### src/rtl/tanh_vec_issuer_pkg.sv
// Shared definitions for the tanh vector issuer: element width, request/response
// packet formats and the issuer FSM state type.
`ifndef LSTM_INPUT_BITS
`define LSTM_INPUT_BITS 16
`endif

package tanh_vec_issuer_pkg;

  localparam int DATA_W      = `LSTM_INPUT_BITS;
  localparam int MAX_VEC_LEN = 64;
  localparam int IDX_W       = $clog2(MAX_VEC_LEN);

  typedef struct packed {
    logic              valid;
    logic [DATA_W-1:0] data;
    logic [IDX_W-1:0]  idx;
  } tanh_input_packet_t;

  typedef struct packed {
    logic              valid;
    logic [DATA_W-1:0] data;
    logic [IDX_W-1:0]  idx;
  } tanh_output_packet_t;

  typedef enum logic [1:0] {
    ST_IDLE  = 2'd0,
    ST_ISSUE = 2'd1,
    ST_DRAIN = 2'd2,
    ST_DONE  = 2'd3
  } issuer_state_t;

endpackage

### src/rtl/tanh_rsp_scoreboard.sv
// Tracks which result slots have been filled and writes tanh responses into them;
// flags out-of-range or duplicate responses while collection is enabled.
module tanh_rsp_scoreboard
  import tanh_vec_issuer_pkg::*;
#(
  parameter int VEC_LEN = 8
) (
  input  logic                      clock,
  input  logic                      reset,
  input  logic                      clear,
  input  logic                      enable,
  input  tanh_output_packet_t       rsp,
  output logic [VEC_LEN*DATA_W-1:0] vec_out,
  output logic                      all_done,
  output logic                      accepted,
  output logic                      bad
);

  logic [VEC_LEN-1:0] mask_q;
  logic [VEC_LEN-1:0] hit;

  // One-hot slot decode; an out-of-range idx matches no slot.
  always_comb begin
    hit = '0;
    for (int i = 0; i < VEC_LEN; i++) begin
      hit[i] = enable && rsp.valid && (rsp.idx == IDX_W'(i));
    end
  end

  assign accepted = |(hit & ~mask_q);
  assign bad      = enable && rsp.valid && !accepted;
  assign all_done = &mask_q;

  // Slot contents are kept across a new start so the last result stays readable.
  always_ff @(posedge clock) begin
    if (reset) begin
      mask_q  <= '0;
      vec_out <= '0;
    end else if (clear) begin
      mask_q <= '0;
    end else begin
      for (int i = 0; i < VEC_LEN; i++) begin
        if (hit[i] && !mask_q[i]) begin
          mask_q[i]                    <= 1'b1;
          vec_out[i*DATA_W +: DATA_W]  <= rsp.data;
        end
      end
    end
  end

endmodule

### src/rtl/tanh_vec_issuer.sv
// Issues one vector element per cycle into a tanh pipeline and gathers the
// out-of-order results back into a vector, with a drain timeout.
module tanh_vec_issuer
  import tanh_vec_issuer_pkg::*;
#(
  parameter int VEC_LEN = 8,
  parameter int TIMEOUT = 32
) (
  input  logic                      clock,
  input  logic                      reset,
  input  logic                      start,
  input  logic [VEC_LEN*DATA_W-1:0] vec_in,
  output tanh_input_packet_t        tanh_req,
  input  tanh_output_packet_t       tanh_rsp,
  output logic [VEC_LEN*DATA_W-1:0] vec_out,
  output logic                      vec_valid,
  output logic                      busy,
  output logic                      err,
  output issuer_state_t             dbg_state
);

  localparam int               TMR_W    = $clog2(TIMEOUT + 1);
  localparam logic [IDX_W-1:0] LAST_IDX = IDX_W'(VEC_LEN - 1);
  localparam logic [TMR_W-1:0] TMR_LAST = TMR_W'(TIMEOUT - 1);

  issuer_state_t             state_q, state_d;
  logic [IDX_W-1:0]          cnt_q;
  logic [TMR_W-1:0]          tmr_q;
  logic                      err_q;
  logic [VEC_LEN*DATA_W-1:0] cap_q;
  logic                      start_acc, in_flight, rsp_acc, rsp_bad, all_done, timeout;

  assign start_acc = start && (state_q == ST_IDLE || state_q == ST_DONE);
  assign in_flight = (state_q == ST_ISSUE) || (state_q == ST_DRAIN);
  assign timeout   = (state_q == ST_DRAIN) && !all_done && !rsp_acc && (tmr_q == TMR_LAST);

  tanh_rsp_scoreboard #(.VEC_LEN(VEC_LEN)) u_scoreboard (
    .clock    (clock),
    .reset    (reset),
    .clear    (start_acc),
    .enable   (in_flight),
    .rsp      (tanh_rsp),
    .vec_out  (vec_out),
    .all_done (all_done),
    .accepted (rsp_acc),
    .bad      (rsp_bad)
  );

  always_comb begin
    state_d = state_q;
    case (state_q)
      ST_IDLE:  if (start_acc) state_d = ST_ISSUE;
      ST_ISSUE: begin
        if (all_done)               state_d = ST_DONE;
        else if (cnt_q == LAST_IDX) state_d = ST_DRAIN;
      end
      ST_DRAIN: begin
        if (all_done)     state_d = ST_DONE;
        else if (timeout) state_d = ST_IDLE;
      end
      ST_DONE:  state_d = start_acc ? ST_ISSUE : ST_IDLE;
      default:  state_d = ST_IDLE;
    endcase
  end

  always_ff @(posedge clock) begin
    if (reset) begin
      state_q <= ST_IDLE;
      cnt_q   <= '0;
      tmr_q   <= '0;
      err_q   <= 1'b0;
      cap_q   <= '0;
    end else begin
      state_q <= state_d;
      if (start_acc) begin
        cap_q <= vec_in;
        cnt_q <= '0;
        err_q <= 1'b0;
      end else begin
        if (state_q == ST_ISSUE && cnt_q != LAST_IDX) cnt_q <= cnt_q + 1'b1;
        if (rsp_bad || timeout) err_q <= 1'b1;
      end
      // Idle timer only runs in DRAIN and restarts on every accepted response.
      if (state_q != ST_DRAIN || rsp_acc) tmr_q <= '0;
      else                                tmr_q <= tmr_q + 1'b1;
    end
  end

  always_comb begin
    tanh_req = '0;
    if (state_q == ST_ISSUE) begin
      tanh_req.valid = 1'b1;
      tanh_req.idx   = cnt_q;
      for (int i = 0; i < VEC_LEN; i++) begin
        if (cnt_q == IDX_W'(i)) tanh_req.data = cap_q[i*DATA_W +: DATA_W];
      end
    end
  end

  assign vec_valid = (state_q == ST_DONE);
  assign busy      = in_flight;
  assign err       = err_q;
  assign dbg_state = state_q;

endmodule

### config.mk
export PLATFORM = sky130hd
export DESIGN_NAME = tanh_vec_issuer
export DESIGN_NICKNAME = d
export VERILOG_FILES = /design/src/rtl/tanh_vec_issuer_pkg.sv /design/src/rtl/tanh_rsp_scoreboard.sv /design/src/rtl/tanh_vec_issuer.sv
export SDC_FILE = /design/constraint.sdc
export NUM_CORES = 1
export LEC_CHECK = 0
export CORE_MARGIN = 2
export CORE_UTILIZATION = 44
export CTS_CLUSTER_DIAMETER = 60
export CTS_CLUSTER_SIZE = 14
export DETAILED_ROUTE_END_ITERATION = 10
export HOLD_SLACK_MARGIN = 0.15
export PLACE_DENSITY_LB_ADDON = 0.25
export SLEW_MARGIN = 25
export SYNTH_ARGS = -nofsm -noshare
export SYNTH_HDL_FRONTEND = slang
export SYNTH_HIERARCHICAL = 1
export SYNTH_SLANG_ARGS = --single-unit
### constraint.sdc
create_clock -name clock -period 3 [get_ports clock]
set_clock_uncertainty 0.15 [all_clocks]
set_input_delay 0.6 -clock clock [delete_from_list [all_inputs] [get_ports clock]]
set_output_delay 0.6 -clock clock [all_outputs]
set_load 0.02 [all_outputs]
==> metrics.cfg <==
[worst_setup_path]
crit_path_start_kind = register
r2r_slack_ns = 0.33
worstPathArrival_ns = 2.35
crit_fanout = 8
crit_type = register to output pin
worstPathRequired_ns = 2.25
worstSetupEndpointType = output pin

[die]
start_util_pct = 44.7
rows = 59
fp.dieW_um = 166
die_area_um2 = 27700
die_y_um = 166
coreArea_um2 = 26000
ios = 310

[routing]
vias = 11100
drtAntennaViolNets = 0
drcViolationCount = 0
wl_per_cell_um = 18.7
wirelength_um = 38500
drt_iter0_drc = 1104
dr.pass1.iters = 5
post_drt_via_cell_ratio = 5.39

[final_layout]
drive_gt1_share_pct = 12.1
area_growth_pct = 42.9
final_core_util_pct = 63.8
nets = 1876
fillers = 2187

[place]
portBuffers = 309
hpwl_um = 26100
place_congestion = 0.935

[clocking]
htree_num_levels = 1
clock_latency_ns = 0.53
cts_buffers = 27
cts_tree = done
clk_root_buffer_cell = clkbuf_16
cts.path.max_buffers = 3
clkTransAtPathRegs_ns = 0.06
cts_sinks = 279
cts_hold_buf = 0

[sta]
fmax_mhz = 322
hold_violations = 0
period_share_pct = 103
period_minus_slack_ns = 3.10
grt_setup_unrepaired = true
fin_tns_setup_ns = -0.799
tightest_slew_ns = 0.678
max_slew_margin_pct = 54.8
fin_ws_ns = -0.105
slew_viol_final = 0
setup_viol = 15

[synth]
avgSynthCellArea_um2 = 8.14
synthTopCellsByArea = dfxtp_1, nand2_1, a21oi_1
syn_area_um2 = 11600
yosysWarnings = 6
yosysMostFrequentCell = nand2_1
ys_async_sr_fraction_pct = 0
ys_ff_latch = 279
synth_cells = 1426
yosys.cell_types.count = 53
synthFlopType = dfxtp_1
yosys.area.top_type_share_pct = 48.1
synth_edf_count = 0
ys_seq_area_share_pct = 48.1
yosys-top-cells-count = nand2_1, dfxtp_1, a21oi_1
synth_nets = 1589
yosysTopAreaCell = dfxtp_1

[grt]
grt_start_max_net_pins = 132
overflow = 0
track_usage_pct = 26.1
first_global_vias = 10500
grt_pass1_wl_um = 58900
antenna_found_initial = 5

[flow_run]
maxCapViolCount = 0

[power]
ir_drop_mv = 1.12
power.net_switching_mw = 3.25
power_density_nw_per_um2 = 613
power.total_mw = 10.2
pwr-share-clk_pct = 31.8
seqPwrFrac_pct = 41.6
swShare_pct = 32.0
p_comb_share_pct = 26.6
leakage_nw = 6.14
internal_power_mw = 6.91

[run_status]
status = finished with violations
violations = setup timing

[min_path]
hold_path.class = register to register

registers in the layout, indices dropped and copies added (netlist names):
signal                flops
u_scoreboard/vec_out    128
u_scoreboard/mask_q       8
err                       1
cap_q                   128
tmr_q                     6
dbg_state                 2
cnt_q                     6
area by class of cell:
class,instances,area [um2],area share (%)
well taps,335,419,2.53
repair buffers,377,3930,23.7
clock buffers,31,742,4.47
diodes,5,12.5,0.0754
multi-input cells,1019,5770,34.8
inverters,9,36.3,0.219
clock inverters,8,71.3,0.430
flip-flops and latches,279,5600,33.8
kinds of logic (layout without fill, tap and decap cells):
family	after synthesis	count (layout)	share of synthesized area (%)
AND/OR/NAND/NOR	583	583	21.9
AO/OA/AOI/OAI	336	337	16.4
flip-flops	279	279	48.1
buffers and inverters	129	425	4.96
multiplexers	83	83	7.17
adder cells (fa/ha/maj)	9	9	0.970
XOR/XNOR	7	7	0.528
other	0	5	0
worst max-delay path: stages, from the launching register on:
cell and delay (ns):
dfxtp_2 0.33, or4b_4 0.59, buf_4 0.22, o22ai_1 0.21, a31oi_1 0.11, o22ai_1 0.19, buf_4 0.18
timing repair:
action | 4_1_cts | 5_1_grt
endpoints found under the hold margin | 0 | 0
endpoints found under the setup margin | 20 | 20
gates resized for setup | 120 | 54
pin swaps | 19 | 14
gates cloned | 4 | 3
buffers inserted | 5 | 2
final timing paths:
check / startpoint / to / depth (start not counted)
worst min register to register: tmr_q[0] / tmr_q[0] / 1
worst min-delay path: tmr_q[0] / tmr_q[0] / 1
worst max-delay path: cnt_q[4] / tanh_req[7] / 6
worst max register to register: dbg_state[0] / u_scoreboard/vec_out[117] / 8
metrics by stage:
step / hold slack (ns) / instances / setup WS (ns) / area, um2
2_1_floorplan: 0.268 / 1426 / 0.0129 / 11600
3_3_place_gp: 0.284 / 2005 / -0.00454 / 15200
3_5_place_dp: 0.288 / 2005 / -0.0537 / 15200
4_1_cts: 0.300 / 2053 / -0.0954 / 16300
5_1_grt: 0.320 / 2061 / -0.152 / 16600
6_report: 0.298 / 2063 / -0.105 / 16600
per-layer routing:
metal,share of wire (%),vias to the layer above,GRT usage [%]
met5,0,-,0
met4,3.2,0,8.06
met3,8.7,74,6.27
met2,45,454,41.1
met1,43,5245,35.7
li1,-,5343,-
power by group through the flow:
stage               sequential (mW)  clock, mW  combinational (mW)
floorplan                      4.25          0                1.56
global placement               4.29          0                2.39
detailed placement             4.30          0                2.42
CTS                            4.21       3.28                2.53
global route                   4.26       3.43                2.93
finish                         4.23       3.23                2.70
layout by cell type (no fill, tap or decap), types with 5 or more instances in the layout:
cell	synthesis	final
dfxtp_1	279	273
mux2i_1	82	82
nor2_1	106	105
nand2_1	393	393
clkdlybuf4s50_1	0	286
o22ai_1	22	10
o22ai_2	10	19
nand3_1	6	6
a21oi_1	237	232
a31oi_2	0	8
a21oi_2	0	5
buf_6	10	16
buf_4	1	45
o21ai_0	27	15
and3_1	17	17
diode_2	0	5
o21ai_2	10	9
a31oi_1	19	7
and2_1	7	7
clkbuf_16	0	31
nand2b_1	17	16
o21ai_1	0	12
buf_12	0	16
Note: power is estimated with default switching activity, not from simulation.
